===== config.mk =====
export PLATFORM = sky130hd
export DESIGN_NAME = inst_loader
export DESIGN_NICKNAME = d
export VERILOG_FILES = /design/src/rtl/inst_loader.sv
export SDC_FILE = /design/constraint.sdc
export NUM_CORES = 1
export LEC_CHECK = 0
export ABC_AREA = 1
export CORE_AREA = 2 2 100 102
export CTS_CLUSTER_DIAMETER = 100
export DETAILED_ROUTE_END_ITERATION = 7
export DIE_AREA = 0 0 102 104
export HOLD_SLACK_MARGIN = 0.02
export SLEW_MARGIN = 40
export SYNTH_ARGS = -nofsm -noshare
export SYNTH_HDL_FRONTEND = slang
export SYNTH_SLANG_ARGS = --single-unit

===== constraint.sdc =====
create_clock -name clk -period 2.45 [get_ports clk]
set_clock_uncertainty 0.15 [all_clocks]
set_input_delay 0.49 -clock clk [delete_from_list [all_inputs] [get_ports clk]]
set_output_delay 0.49 -clock clk [all_outputs]
set_load 0.005 [all_outputs]

===== src/rtl/inst_loader.sv =====
// rtl/inst_loader.sv - byte-stream program loader writing big-endian words to instruction memory
// Optional checksum byte after the last word: define INST_LOADER_CHECKSUM_EN.
module inst_loader #(
    parameter int WORD = 32,
    parameter int ADDR = 8
) (
    input  logic              clk,
    input  logic              reset,
    input  logic              start_i,
    input  logic [ADDR:0]     len_i,
    input  logic [7:0]        byte_i,
    input  logic              byte_valid_i,
    output logic              byte_ready_o,
    output logic [ADDR-1:0]   mem_addr_o,
    output logic [WORD-1:0]   mem_data_o,
    output logic              mem_write_o,
    output logic              core_run_o,
    output logic              busy_o,
    output logic              done_o,
    output logic              err_o
);
    localparam logic [ADDR:0] DEPTH_W = (ADDR+1)'(1 << ADDR);

`ifdef INST_LOADER_CHECKSUM_EN
    typedef enum logic [2:0] {S_IDLE, S_RECV, S_WRITE, S_CHECK, S_DONE, S_ERR} state_t;
`else
    typedef enum logic [2:0] {S_IDLE, S_RECV, S_WRITE, S_DONE, S_ERR} state_t;
`endif

    state_t          state_q;
    logic [ADDR:0]   len_q;
    logic [ADDR:0]   wcnt_q;
    logic [1:0]      bcnt_q;
    logic [WORD-1:0] sh_q;
    logic [ADDR-1:0] addr_q;
    logic [WORD-1:0] data_q;
    logic            done_q;

    logic [WORD-1:0] word_d;
    logic [ADDR:0]   wcnt_d;

    assign word_d = {sh_q[WORD-9:0], byte_i};
    assign wcnt_d = wcnt_q + (ADDR+1)'(1);

`ifdef INST_LOADER_CHECKSUM_EN
    logic [7:0] sum_q;
    logic [7:0] sum_d;
    assign sum_d = sum_q + byte_i;
`endif

    always_ff @(posedge clk) begin
        if (reset) begin
            state_q <= S_IDLE;
            len_q   <= '0;
            wcnt_q  <= '0;
            bcnt_q  <= '0;
            sh_q    <= '0;
            addr_q  <= '0;
            data_q  <= '0;
            done_q  <= 1'b0;
`ifdef INST_LOADER_CHECKSUM_EN
            sum_q   <= '0;
`endif
        end else begin
            // done/core_run trail entry into DONE by one cycle and drop on the start edge
            done_q <= (state_q == S_DONE) && !start_i;
            case (state_q)
                S_IDLE, S_DONE, S_ERR: begin
                    if (start_i) begin
                        if (len_i == '0 || len_i > DEPTH_W) begin
                            state_q <= S_ERR;
                        end else begin
                            len_q   <= len_i;
                            wcnt_q  <= '0;
                            bcnt_q  <= '0;
                            sh_q    <= '0;
`ifdef INST_LOADER_CHECKSUM_EN
                            sum_q   <= '0;
`endif
                            state_q <= S_RECV;
                        end
                    end
                end
                S_RECV: begin
                    if (byte_valid_i) begin
                        sh_q   <= word_d;
                        bcnt_q <= bcnt_q + 2'd1;
`ifdef INST_LOADER_CHECKSUM_EN
                        sum_q  <= sum_d;
`endif
                        if (bcnt_q == 2'd3) begin
                            addr_q  <= wcnt_q[ADDR-1:0];
                            data_q  <= word_d;
                            state_q <= S_WRITE;
                        end
                    end
                end
                S_WRITE: begin
                    wcnt_q <= wcnt_d;
                    if (wcnt_d == len_q) begin
`ifdef INST_LOADER_CHECKSUM_EN
                        state_q <= S_CHECK;
`else
                        state_q <= S_DONE;
`endif
                    end else begin
                        state_q <= S_RECV;
                    end
                end
`ifdef INST_LOADER_CHECKSUM_EN
                S_CHECK: begin
                    if (byte_valid_i) begin
                        state_q <= (sum_d == 8'h00) ? S_DONE : S_ERR;
                    end
                end
`endif
                default: state_q <= S_IDLE;
            endcase
        end
    end

`ifdef INST_LOADER_CHECKSUM_EN
    assign byte_ready_o = (state_q == S_RECV) || (state_q == S_CHECK);
    assign busy_o       = (state_q == S_RECV) || (state_q == S_WRITE) || (state_q == S_CHECK);
`else
    assign byte_ready_o = (state_q == S_RECV);
    assign busy_o       = (state_q == S_RECV) || (state_q == S_WRITE);
`endif
    assign mem_write_o  = (state_q == S_WRITE);
    assign mem_addr_o   = addr_q;
    assign mem_data_o   = data_q;
    assign done_o       = done_q;
    assign core_run_o   = done_q;
    assign err_o        = (state_q == S_ERR);

endmodule


Word level (Yosys, flattened, before mapping):

Index checks and enable logic that the tools add are counted.

* register bits: 88
* latch bits: 0
* RAM bits: 0
* ROM bits: 0
* input port bits: 21
* output and inout bits: 46
* logic and storage cells: 53
* memories: 0

* $add $sub $neg: 2
* multiply operators: 0
* divide/modulo/power cells: 0
* $lt $le $gt $ge: 1
* eq/ne operators: 10
* shifts and indexed selects: 0
* mux-type cells: 17
* bitwise operators: 1
* reductions and logical operators: 14

Operators by type and width (count)
* $mux 24: 3
* $pmux 24 s2: 1
* $mux 9: 2
* $pmux 9 s2: 1
* $mux 3: 4
* $reduce_and 3->1: 4
* $add 9x1->9 const B: 1
* $eq 9x9->1: 1
* $gt 9x9->1 const B: 1
* $logic_not 9->1: 1
* $pmux 3 s3: 1
* $mux 2: 4
* $eq 3x2->1 const B: 2
* $ne 2x2->1 const B: 3
* $pmux 2 s2: 1
* $reduce_and 4->1: 1
* $reduce_bool 2->1: 2
* $eq 3x1->1 const B: 1
* $eq 3x3->1 const B: 1
* $logic_not 3->1: 1
* $reduce_or 3->1: 1
* $add 2x1->2 const B: 1
* $eq 2x2->1 const B: 1
* $logic_or 1x1->1: 2
* 4 further kinds: 4

Logic depth before layout (Yosys ltp):

* depth in word-level cells: 5
* mapped depth: 11
* depth with buffers taken out: 11

Least setup slack after synthesis:

No wires, ideal clock.

* path kind: input port to flip-flop
* from: input port len_i[1]
* to: register sh_q[10]
* setup time: 0.132 ns
* arrival time: 1.483 ns
* data required time: 2.168 ns
* slack: 0.685 ns
* cell stages on the path: 9
* buffers on the path: 1
* cells stage by stage: nor2_1 -> nand2_1 -> o21ai_0 -> nand3_1 -> nand2_2 -> nand2_4 -> buf_6 -> nand2_1 -> a21oi_1

* word-level cells in the longest chain between the ends: 4
* elaborated cells on any way between the ends: 5
* those cells by class: order compare: 1; eq/ne: 1; reduce/logical: 3

RTL lines
* from (decl): RTL line 10 `input logic [ADDR:0] len_i,`
* $gt 9x9->1 or $logic_not 9->1 (tied branches): RTL line 70 `if (len_i == '0 || len_i > DEPTH_W) begin`
* $logic_or 1x1->1 (*): RTL line 70
* $ne 2x2->1 (no line) (*)
* $reduce_and 4->1 (no line) (*)
* to (signal assigned): RTL line 86 `sh_q <= word_d;`
* to (decl): RTL line 34 `logic [WORD-1:0] sh_q;`

Every way passes the cells marked *; elsewhere a longest branch is shown, timed or not.
A chain may end at the register's enable or synchronous reset.

Worst setup path after layout:

* from: register state_q[0]
* to: output port busy_o

* word-level cells in the longest chain between the ends: 2
* elaborated cells on any way between the ends: 3
* those cells by class: eq/ne: 2; reduce/logical: 1

RTL lines
* from (decl): RTL line 30 `state_t state_q;`
* from (signal assigned): RTL line 53 `state_q <= S_IDLE;`
* from (signal assigned): RTL line 71 `state_q <= S_ERR;`
* from (signal assigned): RTL line 80 `state_q <= S_RECV;`
* $eq 3x1->1 or $eq 3x2->1 (tied branches): RTL line 127 `assign busy_o = (state_q == S_RECV) || (state_q == S_WRITE);`
* $logic_or 1x1->1 (*): RTL line 127
* to (decl): RTL line 18 `output logic busy_o,`

Marked as above.

==> results.md <==
* Area delta synth->final at 26.5%
* CTS Hold Bufs at 0
* Pin count of the biggest net entering global routing at 43
* GRT Util Overall at between 15 and 20%
* Num CTS Buffers at 9
* Yosys warnings at 0
* Global-route wire length before repair at ~15000 µm
* Worst hold endpoint: mem_addr_o[6]
* CP Data Required Time at approximately 1800 ps
* Synth Area per Inst at approximately 7.4 µm²
* GRT overflow at 0
* Clk pin slew, worst setup/hold paths at 80 ps
* WL final at ~8900 µm
* Fin crit share at between 90% and 100%
* N_diodes at 0
* WL/cell at around 13 µm
* Initial Utilization at about two fifths
* H-tree Lvls at 3
* Top Ports at 67
* Area of the die at 10600 µm²
* Complex-gate fraction of the synthesized area at 13.9%
* Largest family of logic cells by synthesized area: simple AND/OR/NAND/NOR gates
* Cell area after synthesis at roughly 3600 µm²
* Critical-path maximum fanout at 3
* Register bit total from synthesis at 88
* Syn nets at between 500 and 600
* Global placer's final weighted congestion at around 0.84
* CP Data Arrival Time at ~1700 ps
* CTS tree: built
* Initial drt markers at 128
* First-pass detailed-route iteration total at 4
* IO Port Bufs at 66
* Post-Synth Adder-Cell Area at less than 1%
* R2R Setup Slk at 280 ps
* Layout cell share with drive strength beyond 1 at between 8 and 9%
* Lkg Pwr at approximately 1.6 nW
* Die height at 104 µm
* RR Endpoint: state_q[0]
* Startpoint Class: flop
* Gate Count Post-Synth at roughly 500
* Vias in the first global route at roughly 3200
* Post-synthesis mux area share at 0%
* Unique masters post-synth at 28
* Post-DP HPWL at ~6100 µm
* Relative slew slack at about 62%
* Actual slew at the worst max-slew pin at around 570 ps
* Critical path type: flop to primary output
* Critical Path Source: state_q[0]
* Synth Flop Type: dfxtp_1
* Pwr/cell area at approximately 640 nW/µm²
* Hold Crit Depth at 2
* Final min period at approximately 2300 ps
* Antenna violations before repair at 0
* Post-synth EDFFs at 0
* RSZ-0062 raised after global routing: false
* Max Cap Violations at 0
* Cell Rows at 36
* Number of remaining DRC errors at 0
* Final setup viols at 0
* Final WS setup at 114 ps
* Via count at approximately 3300
* Commonest non-fill, non-tap cells in the layout: 143 x nand2_1, 86 x dfxtp_1, 79 x a21oi_1
* Fmax at between 400 and 500 MHz
* Die width at 102 µm
* Worst slack at placement at 133 ps
* Hold Violations, Final at 0
* Hold crit path type: flop to flop
* Crit end category: primary output
* Hold path startpoint: mem_addr_o[6]
* Clk Latency, worst-skew pair at between 300 and 400 ps
* Via density per instance at about 4.8
* Fin nets at between 500 and 600
* R2R depth at 10
* Clock sink count at about 90
* Seq/Total Area, Yosys at roughly 48%
* Root Buffer: clkbuf_8
* Worst reg2reg startpoint: state_q[0]
* Commonest non-fill, non-tap cell in the layout: nand2_1
* Final setup TNS at 0 ps
* Post-Synth XOR/XNOR Area at 0.482%
* Antenna-violating nets left at 0
* Post-Synth Simple-Gate Area at 30.2%
* Worst IR Drop VDD at about 0.3 mV
* Clock Path Buffers at 2
* Outcome: finished clean
* Core area at 9550 µm²
* Ys async rst share at 0%
* Slew Limit Fails at 0
## state kept, by name, indices dropped and copies added (netlist names)
signal	cells
bcnt_q	2
core_run_o	1
len_q	9
mem_addr_o	8
mem_data_o	32
sh_q	24
state_q	3
wcnt_q	9
## where the power goes
group	total, mW	internal [mW]	leakage [nW]	switching [mW]
clock network	0.919	0.420	0.0914	0.499
logic	0.495	0.181	0.765	0.314
registers	1.52	1.48	0.712	0.0464
total	2.94	2.08	1.57	0.859
## worst max-delay path, stage by stage (launching register included)
cell             delay (ps)
dfxtp_2                 370
inv_1                   100
nor3_4                  200
inv_2                    80
nand2_1                  90
clkdlybuf4s50_1         500
## cells by family after synthesis
kind of cell,Yosys count
fa+ha+maj,2
flops,88
buf+inv,52
compound gates,98
xor+xnor,2
simple gates,250
## synth_stat cells, types with 2 or more instances
cell type / n / share of area [%]
buf_6: 2 / 0.62
nor2_1: 30 / 3.1
dfxtp_1: 88 / 48
nor3_1: 2 / 0.28
nor2_4: 2 / 0.62
nand2_1: 143 / 15
o21ai_0: 14 / 1.9
inv_1: 20 / 2.1
inv_2: 3 / 0.31
buf_2: 5 / 0.69
nand2_2: 2 / 0.34
a21oi_2: 2 / 0.48
o21bai_1: 2 / 0.41
clkbuf_1: 18 / 1.9
nand3b_1: 6 / 1.2
ha_1: 2 / 0.69
a21oi_1: 79 / 11
nand3_1: 59 / 8.1
buf_4: 3 / 0.62
xnor2_1: 2 / 0.48
## metrics by stage
step           hold WS, ps  std cells  area, µm²  total power, mW  util, %
2_1_floorplan          290        492       3640             1.89        -
3_3_place_gp           299        672       4390             2.03     46.0
3_5_place_dp           304        672       4390             2.03     46.0
4_1_cts                316        689       4590             2.97     48.1
5_1_grt                334        689       4600             3.08     48.2
6_report               311        689       4600             2.94     48.2
## timing repair
action / CTS / global route
buffers inserted: 2 / 0
gates resized for setup: 1 / 3
endpoints found under the setup margin: 1 / 2
pin swaps: 1 / 0
## layout make-up
cell class	instances	area (µm²)
clock buffers	11	151
clock inverters	4	30.0
fillers	1004	4950
inverters	24	91.3
multi-input cells	352	1660
flip-flops and latches	88	1760
well taps	133	166
repair buffers	77	738
## metal layers
layer | up-vias | global-route usage [%] | part of all wire (%)
met3 | 6 | 4.44 | 3.8
met1 | 1528 | 24.0 | 48
met2 | 59 | 27.5 | 47
met5 | - | 0 | 0
li1 | 1734 | - | -
met4 | 0 | 5.90 | 0.97
## worst max path at each step
stage	to	cells after the start	slack [ps]
floorplan	sh_q[10]	9	680
global placement	len_q[5]	8	170
detailed placement	len_q[5]	8	130
CTS	busy_o	5	20
global route	byte_ready_o	4	30
finish	busy_o	5	110
Power figures use the tool's default switching activity.
